<file path="config.mk">
export PLATFORM = sky130hd
export DESIGN_NAME = dmem_arbiter
export DESIGN_NICKNAME = d
export VERILOG_FILES = /design/src/rtl/riscv_soc_pkg.sv /design/src/rtl/dmem_arbiter.sv
export SDC_FILE = /design/constraint.sdc
export NUM_CORES = 1
export LEC_CHECK = 0
export ABC_AREA = 1
export CAP_MARGIN = 0
export CORE_AREA = 2 2 117 119
export DETAILED_ROUTE_END_ITERATION = 8
export DIE_AREA = 0 0 119 121
export PLACE_DENSITY = 0.7
export SYNTH_ARGS = -nofsm -noshare
export SYNTH_HDL_FRONTEND = slang
export SYNTH_SLANG_ARGS = --single-unit
</file>
<file path="constraint.sdc">
create_clock -name clk -period 3.46 [get_ports clk]
set_input_delay 0.519 -clock clk [delete_from_list [all_inputs] [get_ports clk]]
set_output_delay 0.519 -clock clk [all_outputs]
set_load 0.02 [all_outputs]
</file>
<file path="src/rtl/riscv_soc_pkg.sv">
// Shared SoC types: data-RAM arbiter FSM encoding and requester IDs.
// Imported by the data-memory arbiter.
package riscv_soc_pkg;

    typedef enum logic [1:0] {
        ARB   = 2'd0,
        LOCK0 = 2'd1,
        LOCK1 = 2'd2
    } arb_state_t;

    localparam logic M0_ID = 1'b0;
    localparam logic M1_ID = 1'b1;

endpackage

</file>
<file path="src/rtl/dmem_arbiter.sv">
// Two-requester arbiter for the single-port data RAM: round-robin or
// fixed m0 priority, optional lock for RMW pairs, read-data routing.
module dmem_arbiter
    import riscv_soc_pkg::*;
#(
    parameter int AW      = 32,
    parameter int DW      = 32,
    parameter int M0_PRIO = 0
) (
    input  logic          clk,
    input  logic          rstn,
    input  logic          m0_req,
    input  logic          m0_wr,
    input  logic          m0_lock,
    input  logic [AW-1:0] m0_addr,
    input  logic [DW-1:0] m0_wdata,
    output logic          m0_gnt,
    output logic          m0_rvalid,
    output logic [DW-1:0] m0_rdata,
    input  logic          m1_req,
    input  logic          m1_wr,
    input  logic          m1_lock,
    input  logic [AW-1:0] m1_addr,
    input  logic [DW-1:0] m1_wdata,
    output logic          m1_gnt,
    output logic          m1_rvalid,
    output logic [DW-1:0] m1_rdata,
    output logic          mem_en,
    output logic          mem_wr,
    output logic [AW-1:0] mem_addr,
    output logic [DW-1:0] mem_wdata,
    input  logic [DW-1:0] mem_rdata
);

    arb_state_t    state_q, state_d;
    logic          last_q, last_d;
    logic          rd_pend_q, rd_pend_d;
    logic          rd_id_q, rd_id_d;
    logic [DW-1:0] rdata0_q, rdata0_d;
    logic [DW-1:0] rdata1_q, rdata1_d;
    logic          g0, g1;

    always_ff @(posedge clk or negedge rstn) begin
        if (!rstn) begin
            state_q   <= ARB;
            last_q    <= M1_ID;
            rd_pend_q <= 1'b0;
            rd_id_q   <= M0_ID;
            rdata0_q  <= '0;
            rdata1_q  <= '0;
        end else begin
            state_q   <= state_d;
            last_q    <= last_d;
            rd_pend_q <= rd_pend_d;
            rd_id_q   <= rd_id_d;
            rdata0_q  <= rdata0_d;
            rdata1_q  <= rdata1_d;
        end
    end

    // Grant decision; gated by rstn so an asserted reset kills grants at once
    always_comb begin
        g0 = 1'b0;
        g1 = 1'b0;
        case (state_q)
            ARB: begin
                if (m0_req && m1_req) begin
                    if (M0_PRIO != 0 || last_q == M1_ID) g0 = 1'b1;
                    else                                 g1 = 1'b1;
                end else begin
                    g0 = m0_req;
                    g1 = m1_req;
                end
            end
            LOCK0:   g0 = m0_req;
            LOCK1:   g1 = m1_req;
            default: ;
        endcase
        m0_gnt = g0 & rstn;
        m1_gnt = g1 & rstn;
    end

    always_comb begin
        state_d = state_q;
        last_d  = last_q;
        if (m0_gnt) begin
            state_d = m0_lock ? LOCK0 : ARB;
            last_d  = M0_ID;
        end else if (m1_gnt) begin
            state_d = m1_lock ? LOCK1 : ARB;
            last_d  = M1_ID;
        end
    end

    always_comb begin
        rd_pend_d = (m0_gnt & ~m0_wr) | (m1_gnt & ~m1_wr);
        rd_id_d   = m1_gnt ? M1_ID : M0_ID;
    end

    // Read return: route RAM data to the issuer, others hold last value
    always_comb begin
        m0_rvalid = rd_pend_q && (rd_id_q == M0_ID);
        m1_rvalid = rd_pend_q && (rd_id_q == M1_ID);
        rdata0_d  = m0_rvalid ? mem_rdata : rdata0_q;
        rdata1_d  = m1_rvalid ? mem_rdata : rdata1_q;
        m0_rdata  = rdata0_d;
        m1_rdata  = rdata1_d;
    end

    always_comb begin
        mem_en    = m0_gnt | m1_gnt;
        mem_wr    = 1'b0;
        mem_addr  = '0;
        mem_wdata = '0;
        if (m0_gnt) begin
            mem_wr    = m0_wr;
            mem_addr  = m0_addr;
            mem_wdata = m0_wdata;
        end else if (m1_gnt) begin
            mem_wr    = m1_wr;
            mem_addr  = m1_addr;
            mem_wdata = m1_wdata;
        end
    end

endmodule

</file>
==> key figures <==
Route
  • Detailed Routing Iterations Pass 1: 5
  • WL final: about 14 mm
  • Routed Antenna Nets: 0
  • DR iter-0 viols: 319
  • DR vias: about 4.5k
  • Vias/cell: 4.67
  • DRC: 0
  • WL per Instance: between 15 and 20 um

STA
  • TNS Setup: 0 ns
  • Worst Tran Pin Value: ~1.1 ns
  • Final min period: about 3.3 ns
  • Period utilization: a little over nine tenths
  • Min Hold Slack: 0.494 ns
  • Slew Limit Fails: 0
  • Fin. Hold Viols: 0
  • Fmax: 307 MHz
  • Rel. slew slack: ~28%
  • Final clock skew: ~0.0070 ns
  • RSZ-0062 raised after global routing: no
  • Final setup fails: 0

Setup path
  • WP data required: 2.94 ns
  • Worst-path fanout max: 66
  • CP endpoint kind: primary output
  • Crit path largest cell delay: between 0.6 and 0.7 ns
  • Top Family by Delay on Critical Path: buffers and inverters
  • Worst Setup Path Type: in2out
  • Arrival time worst endpoint: between 2 and 3 ns
  • Cell at the slowest stage of the critical path: clkdlybuf4s50_1
  • Crit start category: input port
  • CP cell instances: dlygate4sd3_1, buf_2, inv_1, nor2_4, buf_12, nand3_1, nand2_1, clkdlybuf4s50_1
  • Buf+Inv Stages, Crit Path: 5

Global routing
  • GRT overflow: 0
  • GR Layer Usage met1: 24.1%
  • Pin count of the biggest net entering global routing: slightly below 70
  • Vias in the first global route: between 4k and 5k
  • Antenna violations before repair: 0
  • Met2 usage: between 30% and 40%
  • Tot GR Track Use: slightly below 20%
  • GRT busiest layer: met2
  • Routing usage on met3: roughly 5.0%
  • First-pass GRT wire length: between 20 and 25 mm

Logic synthesis
  • YS warnings: 0
  • Synth area leaders: dfrtp_1, nand3_1, nand2_1
  • Top cell type's share of synthesized area: 46.4%
  • Mean post-synth cell area: roughly 7.3 um2
  • Leading area contributor after synthesis: dfrtp_1
  • Post-Synthesis Cells: 500
  • Yosys cell types: 16
  • Syn nets: 668
  • Post-synth design cell area: 0.00367 mm2
  • Seq/Total Area, Yosys: between 40% and 50%
  • Flops & latches, synth: between 60 and 70

Clock tree
  • Clock Tree Buf Depth: 2
  • CTS sink cnt: slightly below 70
  • Worst-Skew Late Latency: 0.32 ns
  • H-tree Lvls: 3
  • Root buf cell: clkbuf_16
  • Post-CTS Setup Bufs: 0
  • TritonCTS buffer count: 9
  • CTS tree: built
  • Clock-pin slew on the worst setup and hold paths: 0.05 ns

Pwr
  • Clk network pwr share: 18.5%
  • Power Internal: approximately 3.2 mW
  • Logic pwr share: a little under three fifths
  • LEAKAGE: ~3.3 nW
  • Switching Fraction: between 30 and 40%
  • Final Power: about 5.3 mW
  • Worst VDD drop: 0.276 mV
  • P_sw: about 2.1 mW
  • Seq pwr share: about 25%
  • PD cells: 744 mW/mm2

Die
  • Die Ht: ~120 um
  • Initial Util: roughly 28%
  • Die Area: around 0.014 mm2
  • Io pins: roughly 300
  • Row count: 42
  • Chip width: roughly 120 um
  • Core Region: 0.0131 mm2

Placed design
  • # port buffers: between 300 and 400
  • RePlAce Congestion: between 0.9 and 1
  • Placed Area: a little under 0.007 mm2
  • DP HPWL: roughly 11 mm

Job
  • MaxCap Viol Count: 0

Finish
  • Layout net count: ~950
  • N_diodes: 0
  • Final Cell Area: around 0.007 mm2
  • Fill cell total of the finished layout: between 1k and 1.5k
  • Register area: roughly 0.0017 mm2
  • Area growth syn-to-layout: 94.9%
  • Fraction of layout cells with a size suffix above 1: just over 4%
  • Footprint of the multi-input gates: 0.00159 mm2

Status
  • Outcome: completed

Worst hold path
  • Min-delay worst type: reg2reg
## layout make-up
| type | count | area share, % |
|---|---|---|
| clock buffer | 10 | 3.34 |
| inverter | 42 | 2.21 |
| sequential | 69 | 24.2 |
| multi-input combinational | 347 | 22.2 |
| tap | 176 | 3.08 |
| clock inverter | 6 | 1.31 |
| timing repair buffer | 309 | 43.7 |
## worst paths after layout
path | depth (start not counted) | from | slack (ns) | end
setup / recovery | 8 | rstn | 0.20 | mem_wdata[22]
hold / removal | 2 | state_q[1] | 0.49 | state_q[1]
setup reg to reg | 3 | rd_pend_q | 1.69 | rdata0_q[5]
hold reg to reg | 2 | state_q[1] | 0.49 | state_q[1]
max in group asynchronous | 3 | rstn | 1.80 | rd_id_q
min in group asynchronous | 2 | rstn | 0.62 | state_q[0]
## power groups by stage
stage / Clock, mW / Sequential, mW / Combinational, mW
after floorplan: 0 / 1.29 / 1.52
after global routing: 1.05 / 1.35 / 3.25
after global placement: 0 / 1.31 / 3.00
after detailed placement: 0 / 1.32 / 3.04
after CTS: 1.01 / 1.31 / 3.05
final: 0.981 / 1.31 / 3.02
## sequential cells by signal, summed over array words and instances (netlist names)
register and cells:
rdata1_q 32, state_q 2, rd_id_q 1, rd_pend_q 1, rdata0_q 32, last_q 1
## worst reg2reg max path, stage by stage (launching register included)
cell and delay [ns]:
dfrtp_1 0.39, inv_1 0.05, or2_2 0.81, o21ai_0 0.32
## layout by cell type, fill, tap and decap left out
| cell | count |
|---|---|
| dfstp_2 | 1 |
| inv_6 | 1 |
| nand3_2 | 2 |
| clkbuf_8 | 1 |
| a31oi_1 | 1 |
| dfrtp_1 | 68 |
| or2_2 | 1 |
| nand2_1 | 139 |
| dlygate4sd3_1 | 1 |
| buf_12 | 4 |
| inv_1 | 41 |
| o21ai_0 | 60 |
| inv_2 | 1 |
| nand3_1 | 137 |
| buf_4 | 3 |
| clkinv_4 | 2 |
| bufinv_16 | 2 |
| o21ai_1 | 4 |
| clkdlybuf4s50_1 | 300 |
| buf_2 | 1 |
| nor2_4 | 2 |
| nand2_2 | 1 |
| clkbuf_16 | 9 |
| clkinvlp_4 | 1 |
## what timing repair did
item,4_1_cts,5_1_grt
hold buffers,1,0
resized for setup,0,0
endpoints found under the hold margin,1,0
## cells in the mapped netlist, drive strengths merged
master,n
clkbuf,16
dfstp,1
nor2,2
or2,1
inv,42
buf,26
o21ai,64
dfrtp,68
nand3,139
a31oi,1
nand2,140
## through the flow
stage | worst slack, ns | instances | utilization (%)
after floorplan | 1.51 | 500 | -
after global placement | 0.508 | 942 | 52.0
after detailed placement | 0.501 | 942 | 52.0
after CTS | 0.220 | 959 | 54.6
after global routing | 0.0772 | 959 | 54.6
final | 0.199 | 959 | 54.6
## layer usage
metal	part of all wire, %	up-vias
met5	0	-
met4	2.0	0
met3	7.0	20
met2	51	205
met1	40	2060
li1	-	2191
## cell families (layout without fill, tap and decap cells)
kind of cell | Yosys count | in the layout | share of synthesized area [%]
compound gates | 65 | 65 | 8.90
simple gates | 282 | 282 | 33.8
buf+inv | 84 | 367 | 10.2
flops | 69 | 69 | 47.1
(Power assumes the default switching activity.)
